### src/rtl/adder_pkg.sv
// Shared configuration for the pipelined carry-select adder family:
// default geometry, stage-count helper and operation encoding.
package adder_pkg;

  localparam int unsigned DEF_WIDTH = 32;
  localparam int unsigned DEF_SEG   = 8;

  localparam logic OP_ADD = 1'b0;
  localparam logic OP_SUB = 1'b1;

  // Number of pipeline stages, one per segment.
  function automatic int unsigned nseg(input int unsigned width, input int unsigned seg);
    return width / seg;
  endfunction

  // Geometry is legal only when the width splits into whole segments.
  function automatic bit seg_ok(input int unsigned width, input int unsigned seg);
    return (seg != 0) && (width >= seg) && ((width % seg) == 0);
  endfunction

endpackage

### src/rtl/csel_segment.sv
// One carry-select segment: both candidate sums are formed up front and the
// incoming carry only drives the final select.
module csel_segment #(
  parameter int unsigned SEG = 8
) (
  input  logic [SEG-1:0] a,
  input  logic [SEG-1:0] b,
  input  logic           carry_in,
  output logic [SEG-1:0] sum,
  output logic           carry_out,
  output logic           carry_into_msb
);

  localparam int unsigned SW = SEG + 1;

  logic [SEG:0] s0;
  logic [SEG:0] s1;

  assign s0 = {1'b0, a} + {1'b0, b};
  assign s1 = {1'b0, a} + {1'b0, b} + SW'(1);

  assign {carry_out, sum} = carry_in ? s1 : s0;

  // Carry entering the top bit recovered from the top-bit sum relation.
  assign carry_into_msb = sum[SEG-1] ^ a[SEG-1] ^ b[SEG-1];

endmodule

### src/rtl/pipe_csel_adder.sv
// Pipelined carry-select adder/subtractor: one segment of the carry chain
// resolves per stage, with valid/ready flow control over the whole pipe.
module pipe_csel_adder
  import adder_pkg::*;
#(
  parameter int unsigned WIDTH = DEF_WIDTH,
  parameter int unsigned SEG   = DEF_SEG
) (
  input  logic             clk,
  input  logic             rst_n,
  input  logic             in_valid,
  output logic             in_ready,
  input  logic [WIDTH-1:0] ina,
  input  logic [WIDTH-1:0] inb,
  input  logic             cin,
  input  logic             sub,
  output logic             out_valid,
  input  logic             out_ready,
  output logic [WIDTH-1:0] sum,
  output logic             cout,
  output logic             ovf
);

  localparam int unsigned NSEG = nseg(WIDTH, SEG);

  if (!seg_ok(WIDTH, SEG)) begin : g_cfg_err
    $error("pipe_csel_adder: WIDTH must be a positive multiple of SEG");
  end

  logic             en;
  logic             c_eff;
  logic [WIDTH-1:0] b_eff;

  logic [NSEG-1:0]  v_q, v_d;
  logic [NSEG-1:0]  c_q, c_d;
  logic             ovf_q, ovf_d;
  logic [WIDTH-1:0] a_q [NSEG];
  logic [WIDTH-1:0] a_d [NSEG];
  logic [WIDTH-1:0] b_q [NSEG];
  logic [WIDTH-1:0] b_d [NSEG];
  logic [WIDTH-1:0] s_q [NSEG];
  logic [WIDTH-1:0] s_d [NSEG];

  logic [SEG-1:0]   seg_a [NSEG];
  logic [SEG-1:0]   seg_b [NSEG];
  logic [SEG-1:0]   seg_s [NSEG];
  logic [NSEG-1:0]  seg_ci;
  logic [NSEG-1:0]  seg_co;
  logic             seg_cm [NSEG];

  // The whole pipe advances together whenever the output slot can drain.
  assign en       = !v_q[NSEG-1] || out_ready;
  assign in_ready = en;

  assign b_eff = (sub == OP_SUB) ? ~inb : inb;
  assign c_eff = (sub == OP_SUB) ? 1'b1 : cin;

  // Stage k adds segment k of operands carried down by the skew registers.
  for (genvar k = 0; k < NSEG; k++) begin : g_seg
    if (k == 0) begin : g_head
      assign seg_a[k]  = ina[SEG-1:0];
      assign seg_b[k]  = b_eff[SEG-1:0];
      assign seg_ci[k] = c_eff;
    end else begin : g_body
      assign seg_a[k]  = a_q[k-1][k*SEG +: SEG];
      assign seg_b[k]  = b_q[k-1][k*SEG +: SEG];
      assign seg_ci[k] = c_q[k-1];
    end

    csel_segment #(
      .SEG (SEG)
    ) u_seg (
      .a              (seg_a[k]),
      .b              (seg_b[k]),
      .carry_in       (seg_ci[k]),
      .sum            (seg_s[k]),
      .carry_out      (seg_co[k]),
      .carry_into_msb (seg_cm[k])
    );
  end

  // Next-state: shift every slot one stage and merge the newly resolved segment.
  always_comb begin
    v_d   = v_q;
    c_d   = c_q;
    ovf_d = ovf_q;
    a_d   = a_q;
    b_d   = b_q;
    s_d   = s_q;
    if (en) begin
      v_d[0] = in_valid;
      a_d[0] = ina;
      b_d[0] = b_eff;
      s_d[0] = WIDTH'(seg_s[0]);
      for (int k = 1; k < int'(NSEG); k++) begin
        v_d[k]                = v_q[k-1];
        a_d[k]                = a_q[k-1];
        b_d[k]                = b_q[k-1];
        s_d[k]                = s_q[k-1];
        s_d[k][k*SEG +: SEG]  = seg_s[k];
      end
      c_d   = seg_co;
      ovf_d = seg_co[NSEG-1] ^ seg_cm[NSEG-1];
    end
  end

  always_ff @(posedge clk or negedge rst_n) begin
    if (!rst_n) begin
      v_q   <= '0;
      c_q   <= '0;
      ovf_q <= 1'b0;
      for (int k = 0; k < int'(NSEG); k++) begin
        a_q[k] <= '0;
        b_q[k] <= '0;
        s_q[k] <= '0;
      end
    end else begin
      v_q   <= v_d;
      c_q   <= c_d;
      ovf_q <= ovf_d;
      a_q   <= a_d;
      b_q   <= b_d;
      s_q   <= s_d;
    end
  end

  assign out_valid = v_q[NSEG-1];
  assign sum       = s_q[NSEG-1];
  assign cout      = c_q[NSEG-1];
  assign ovf       = ovf_q;

endmodule

### config.mk
export PLATFORM = sky130hd
export DESIGN_NAME = pipe_csel_adder
export DESIGN_NICKNAME = d
export VERILOG_FILES = /design/src/rtl/adder_pkg.sv /design/src/rtl/csel_segment.sv /design/src/rtl/pipe_csel_adder.sv
export SDC_FILE = /design/constraint.sdc
export NUM_CORES = 1
export LEC_CHECK = 0
export ABC_AREA = 1
export BUFFER_PORTS_ARGS = -buffer_cell sky130_fd_sc_hd__buf_2
export CAP_MARGIN = 20
export CORE_MARGIN = 2
export CORE_UTILIZATION = 55
export CTS_CLUSTER_SIZE = 10
export DETAILED_ROUTE_END_ITERATION = 10
export PLACE_DENSITY_LB_ADDON = 0.1
export SKIP_LAST_GASP = 1
export SYNTH_ARGS = -nofsm -noshare
export SYNTH_HDL_FRONTEND = slang
export SYNTH_SLANG_ARGS = --single-unit
### constraint.sdc
create_clock -name clk -period 4.4 [get_ports clk]
set_clock_uncertainty 0.05 [all_clocks]
set_input_delay 0 -clock clk [delete_from_list [all_inputs] [get_ports clk]]
set_output_delay 0 -clock clk [all_outputs]
set_load 0.1 [all_outputs]
* After elaboration in Yosys (flattened, before gate mapping)
Cells that the tools add are included.
Storage, ports and cells: flip-flop bits (word level) 281, input bits 70, logic and storage cells 33
Operators by class: add/subtract/negate cells 8, muxes and demuxes 6, bitwise gates (word level) 4, reductions and logical operators 2
Operators by type and width (count):
- adder 8 x 8 -> 9 bit | 4
- adder 9 x 1 -> 9 bit (second input constant) | 4
- two-way mux 9 bit | 4
- two-way mux 32 bit | 1
- inverter 32 bit | 1
- bitwise XOR 1 bit | 3
- logical NOT 1 bit | 1
- logical OR 1 bit | 1
- two-way mux 1 bit | 1

* Logic depth before layout (Yosys ltp)
depth after elaboration 6, gate-level depth with buffers 16

* By module
Synthesis repeated with hierarchy kept, for this count alone.
Unflattened totals: cell total of the unflattened synthesis 1312, area total of the unflattened synthesis 10107.2 um2
Modules (own cells, without submodules):
- pipe_csel_adder | times used 1, cells each 864, area an instance 7569.8 um2, seq. area each 4629.4 um2
- csel_segment | times used 4, cells each 112, area an instance 634.4 um2, seq. area each 0.0 um2

* Least setup slack after synthesis
OpenSTA, ideal clock, no wires.
path type reg-to-reg, from reg v_q[3], to reg a_q[104] in the netlist's numbering, arrival 2552 ps, data required time 4280 ps, path slack 1728 ps, cell stages (with the launch flop) 9, period minus slack after synthesis 2672 ps, path through dfrtp_1 > inv_1 > nor2_1 > buf_2 > inv_2 > buf_4 > clkbuf_1 > nand2_1 > nand2_1
Between the ends: longest elaborated chain between the ends 2
Ends and longest elaborated chain:
- from (decl) | line pipe_csel_adder.sv:34 | logic [NSEG-1:0] v_q, v_d;
- from (signal assigned) | line pipe_csel_adder.sv:118 | v_q <= v_d;
- logical NOT 1 bit | line pipe_csel_adder.sv:52 | assign en = !v_q[NSEG-1] || out_ready;
- logical OR 1 bit | line pipe_csel_adder.sv:52
- via in_ready | line pipe_csel_adder.sv:12 | output logic in_ready,
- to (signal, indexed assignment) | line pipe_csel_adder.sv:113 | a_q[k] <= '0;
- to (signal assigned) | line pipe_csel_adder.sv:121 | a_q <= a_d;
- to (decl) | line pipe_csel_adder.sv:37 | logic [WIDTH-1:0] a_q [NSEG];
The timed path passes the listed nets, and every way through them passes these cells. A chain may end at the register's enable or synchronous reset.

* Final worst setup path
from reg a_q[104] in the netlist's numbering, to reg s_q[78] in the netlist's numbering
Between the ends: longest elaborated chain between the ends 3
Ends and longest elaborated chain:
- adder 8 x 8 -> 9 bit * | line csel_segment.sv:19, csel_segment.sv:20
- adder 9 x 1 -> 9 bit | line csel_segment.sv:20 | assign s1 = {1'b0, a} + {1'b0, b} + SW'(1);
- two-way mux 9 bit * | line csel_segment.sv:22 | assign {carry_out, sum} = carry_in ? s1 : s0;
- to (signal, indexed assignment) | line pipe_csel_adder.sv:115 | s_q[k] <= '0;
- to (signal assigned) | line pipe_csel_adder.sv:123 | s_q <= s_d;
- to (decl) | line pipe_csel_adder.sv:41 | logic [WIDTH-1:0] s_q [NSEG];
Mark *: on every way between the ends. The rest lies on a longest branch, timed or not.

==> metrics.cfg <==
[yosys]
yosys-mux-area-fraction_pct=0
ys.flop_type=sky130_fd_sc_hd__dfrtp_1
synth-simple-area-share_pct=21.9
async_flop_share_pct=100
ys_types=40
synth.avg_cell_area_um2=8.41
largest_family_of_logic_cells_by_synthesized_area=simple AND/OR/NAND/NOR gates
netlist_area_pre_place_um2=9500
syn-instance-count=1130
synthDominantAreaCellType=sky130_fd_sc_hd__dfrtp_1
synth_xor_area_share_pct=5.66
synthesized_area_fraction_occupied_by_adder_cells_pct=5.59
cell_types_with_the_largest_area_share_after_synthesis=sky130_fd_sc_hd__dfrtp_1 49%, sky130_fd_sc_hd__nand2_1 15%, sky130_fd_sc_hd__o21ai_0 6.1%, sky130_fd_sc_hd__ha_1 4.7%, sky130_fd_sc_hd__inv_1 4.4%
synthesized_nets=1240
synth-seq-area-share_pct=48.7
synth-compound-area-share_pct=9.05
ys_warn_count=0
synth_top_area_share_pct=48.7
postSynthRegisterBits=185
number_of_enable_flip_flop_cells_after_synthesis=0

[setup_path]
timing.critical_path.buf_inv=3
r2r_setup_slack_ps=1960
most_common_cell_type_on_the_critical_path=sky130_fd_sc_hd__inv_1
cp_max_fo=3
critical_path.reg2reg.endpoint=s_q[78]
worst-setup-path-type=flop to flop
worstRegToRegCells=12
cpLargestDelayFamily=adder cells
crit_path_start_kind=flop
arrival_ps=2670
cp_slowest_cell=sky130_fd_sc_hd__fa_1
crit_path_cell_trace=ha_1, inv_1, fa_1, inv_1, nand3_1, nand2_1, xor2_1, inv_1, nand2_1, nor2_2, xnor2_1, o21ai_1
timing.critical_path.to_type=flop
worstReg2RegStart=a_q[104]
slowest_delay_ps=410
worstPathRequired_ps=4640

[finish]
net_total_in_the_final_layout=1348
layout_commonest_cell=sky130_fd_sc_hd__nand2_1
area_growth_syn_to_layout_pct=16.3
diodes=0
layout.cells.most_common_list=382 x sky130_fd_sc_hd__nand2_1, 185 x sky130_fd_sc_hd__dfrtp_1, 116 x sky130_fd_sc_hd__o21ai_0
drive_gt1_share_pct=13.4

[pwr]
peakVddDrop_mv=0.582
cell_internal_pwr_mw=4.60
clockPowerShare_pct=16.5
share_seq_of_total_power_pct=32.0
power-per-cell-area_nw_per_um2=812
sw_frac_of_total_pct=48.7
p_sw_mw=4.37
totalPowerFinal_mw=8.97
static-leakage-power_nw=5.68
power.share.combinational_pct=51.5

[worst_hold_path]
timing.hold.worst_path_depth=4
holdCritPathClass=input pin to flop
min-delay-start=ina[0]
min_delay_worst_endpoint=s_q[96]

[drt]
antenna_violating_nets_post_route=0
wl_met1_um=9100
drt_pre_antenna_iters=4
wl_met3_um=501
drt_drc_violations_left=0
top_signal_layer_used=met4
vias=7293
met2_wirelength_um=8970
routedWlPerCell_um=12.8
route.detailed.vias_per_inst=4.94
wirelength_um=18900
drt_iter0_markers=289

[sta]
totalNegativeSetupSlack_ps=0
slew_headroom_pct=43.8
hold_violations=0
post-route-worst-setup-slack_ps=1960
worst_pin_slew_ps=843
finalSetupViolCount=0
post-route-period-util_pct=55.4
final_critical_path_time_including_i_o_delays_and_setup_ps=2440
setup_repair_after_global_routing_missed_its_margin=no
final_max_slew_viol_count=0
max_freq_mhz=410

[clock_tree]
total_cts_buffers=17
tritoncts_num_sinks=185
h-tree-depth=4
ctsRootBufferMaster=sky130_fd_sc_hd__clkbuf_16
tritoncts_clock_tree=done
ctsResizeCount=0
worstSkewPairLatency_ps=430
clk_transition_reported_paths_ps=70
clock_path_buffers=2

[floorplanning]
io-pin-count=106
die_area_um2=18300
std_cell_rows=48
die_height_um=135
floorplan.initialDensity_pct=55.5
core_area_um2=17100
chipWidth_um=135

[grt]
grt_pass1_wl_um=31800
pin_count_of_the_biggest_net_entering_global_routing=219
track_usage_pct=21.7
grt_overflow_total=0
antenna_violations_before_repair=0
grt_pass1_vias=6894

[flow_run]
max-cap-violations=0

[place]
io_buffer_count=105
detailedPlace.worstSlack_ps=1700
detailed_place_hpwl_um=12300
final_weighted_congestion_in_routability_driven_placement=0.817

[status]
status=finished clean

-- registers in the layout, summed over array words and instances (netlist names) --
signal,cells
v_q,4
s_q,48
sum,32
b_q,48
c_q,4
a_q,48
ovf,1
-- routing by layer --
metal  GRT usage, %  up-vias
met2           36.4      102
li1               -     3772
met1           28.7     3396
met3           4.12       23
met5              0        -
met4           6.60        0
-- cell usage after synthesis, types with 4 or more instances --
| library cell | count |
|---|---|
| sky130_fd_sc_hd__nand4_1 | 19 |
| sky130_fd_sc_hd__ha_1 | 36 |
| sky130_fd_sc_hd__nor2_2 | 4 |
| sky130_fd_sc_hd__xnor2_1 | 32 |
| sky130_fd_sc_hd__clkbuf_1 | 24 |
| sky130_fd_sc_hd__xor2_2 | 4 |
| sky130_fd_sc_hd__nor2_1 | 19 |
| sky130_fd_sc_hd__fa_1 | 4 |
| sky130_fd_sc_hd__buf_4 | 34 |
| sky130_fd_sc_hd__a21oi_1 | 29 |
| sky130_fd_sc_hd__inv_1 | 111 |
| sky130_fd_sc_hd__o21ai_0 | 116 |
| sky130_fd_sc_hd__xor2_1 | 22 |
| sky130_fd_sc_hd__nand3_1 | 49 |
| sky130_fd_sc_hd__buf_2 | 16 |
| sky130_fd_sc_hd__dfrtp_1 | 185 |
| sky130_fd_sc_hd__nand2_1 | 382 |
| sky130_fd_sc_hd__nand3_2 | 4 |
| sky130_fd_sc_hd__nor2_4 | 4 |
-- power groups by stage --
stage	Combinational (mW)	Sequential, mW	Clock [mW]
floorplan	3.90	2.87	0
global placement	4.51	2.88	0
detailed placement	4.58	2.89	0
CTS	4.65	2.87	1.51
global route	5.17	2.96	1.57
finish	4.62	2.87	1.48
-- repair_timing --
item / CTS / global route
buffers inserted: 0 / 0
hold buffers: 54 / 0
hold endpoints to repair: 155 / 0
-- cell families (layout without fill, tap and decap cells) --
| family | after synthesis | in the layout |
|---|---|---|
| xor gates and xnor gates | 58 | 58 |
| and+or+nand+nor | 494 | 494 |
| DFF | 185 | 185 |
| buffers and inverters | 189 | 310 |
| adders and majority gates | 40 | 40 |
| AOI/OAI and AO/OA | 164 | 164 |
-- how the worst max path moves through the flow --
stage          startpoint        to  slack [ps]  cells after the start
6_report         a_q[104]   s_q[78]        1960                     12
5_1_grt           a_q[56]       ovf        1770                     13
4_1_cts          a_q[104]   s_q[78]        1960                     12
3_5_place_dp          sub  s_q[102]        1700                     12
3_3_place_gp          sub    c_q[0]        1800                     13
2_1_floorplan      v_q[3]  a_q[104]        1730                      8
-- metrics by stage --
stage	util [%]	instances	instance area (um^2)	hold slack (ps)
2_1_floorplan	-	1130	9500	-346
3_5_place_dp	58.1	1390	9940	111
3_3_place_gp	58.1	1390	9940	112
5_1_grt	64.6	1476	11100	50.4
6_report	64.6	1476	11100	27.4
4_1_cts	64.6	1476	11100	7.98
-- area by class of cell --
cell class / count / area (um^2)
Timing Repair Buffer: 165 / 1130
Clock buffer: 24 / 482
Multi-Input combinational cell: 756 / 4010
Fill cell: 1481 / 6070
Clock inverter: 8 / 87.6
Sequential cell: 185 / 4630
Tap cell: 225 / 282
Inverter: 113 / 427
-- worst min-delay path, stage by stage --
cell and delay (ps):
sky130_fd_sc_hd__buf_2 80, sky130_fd_sc_hd__ha_1 180, sky130_fd_sc_hd__nor2_1 70, sky130_fd_sc_hd__o21ai_0 140
No activity file was read; power rests on OpenSTA's default activity.
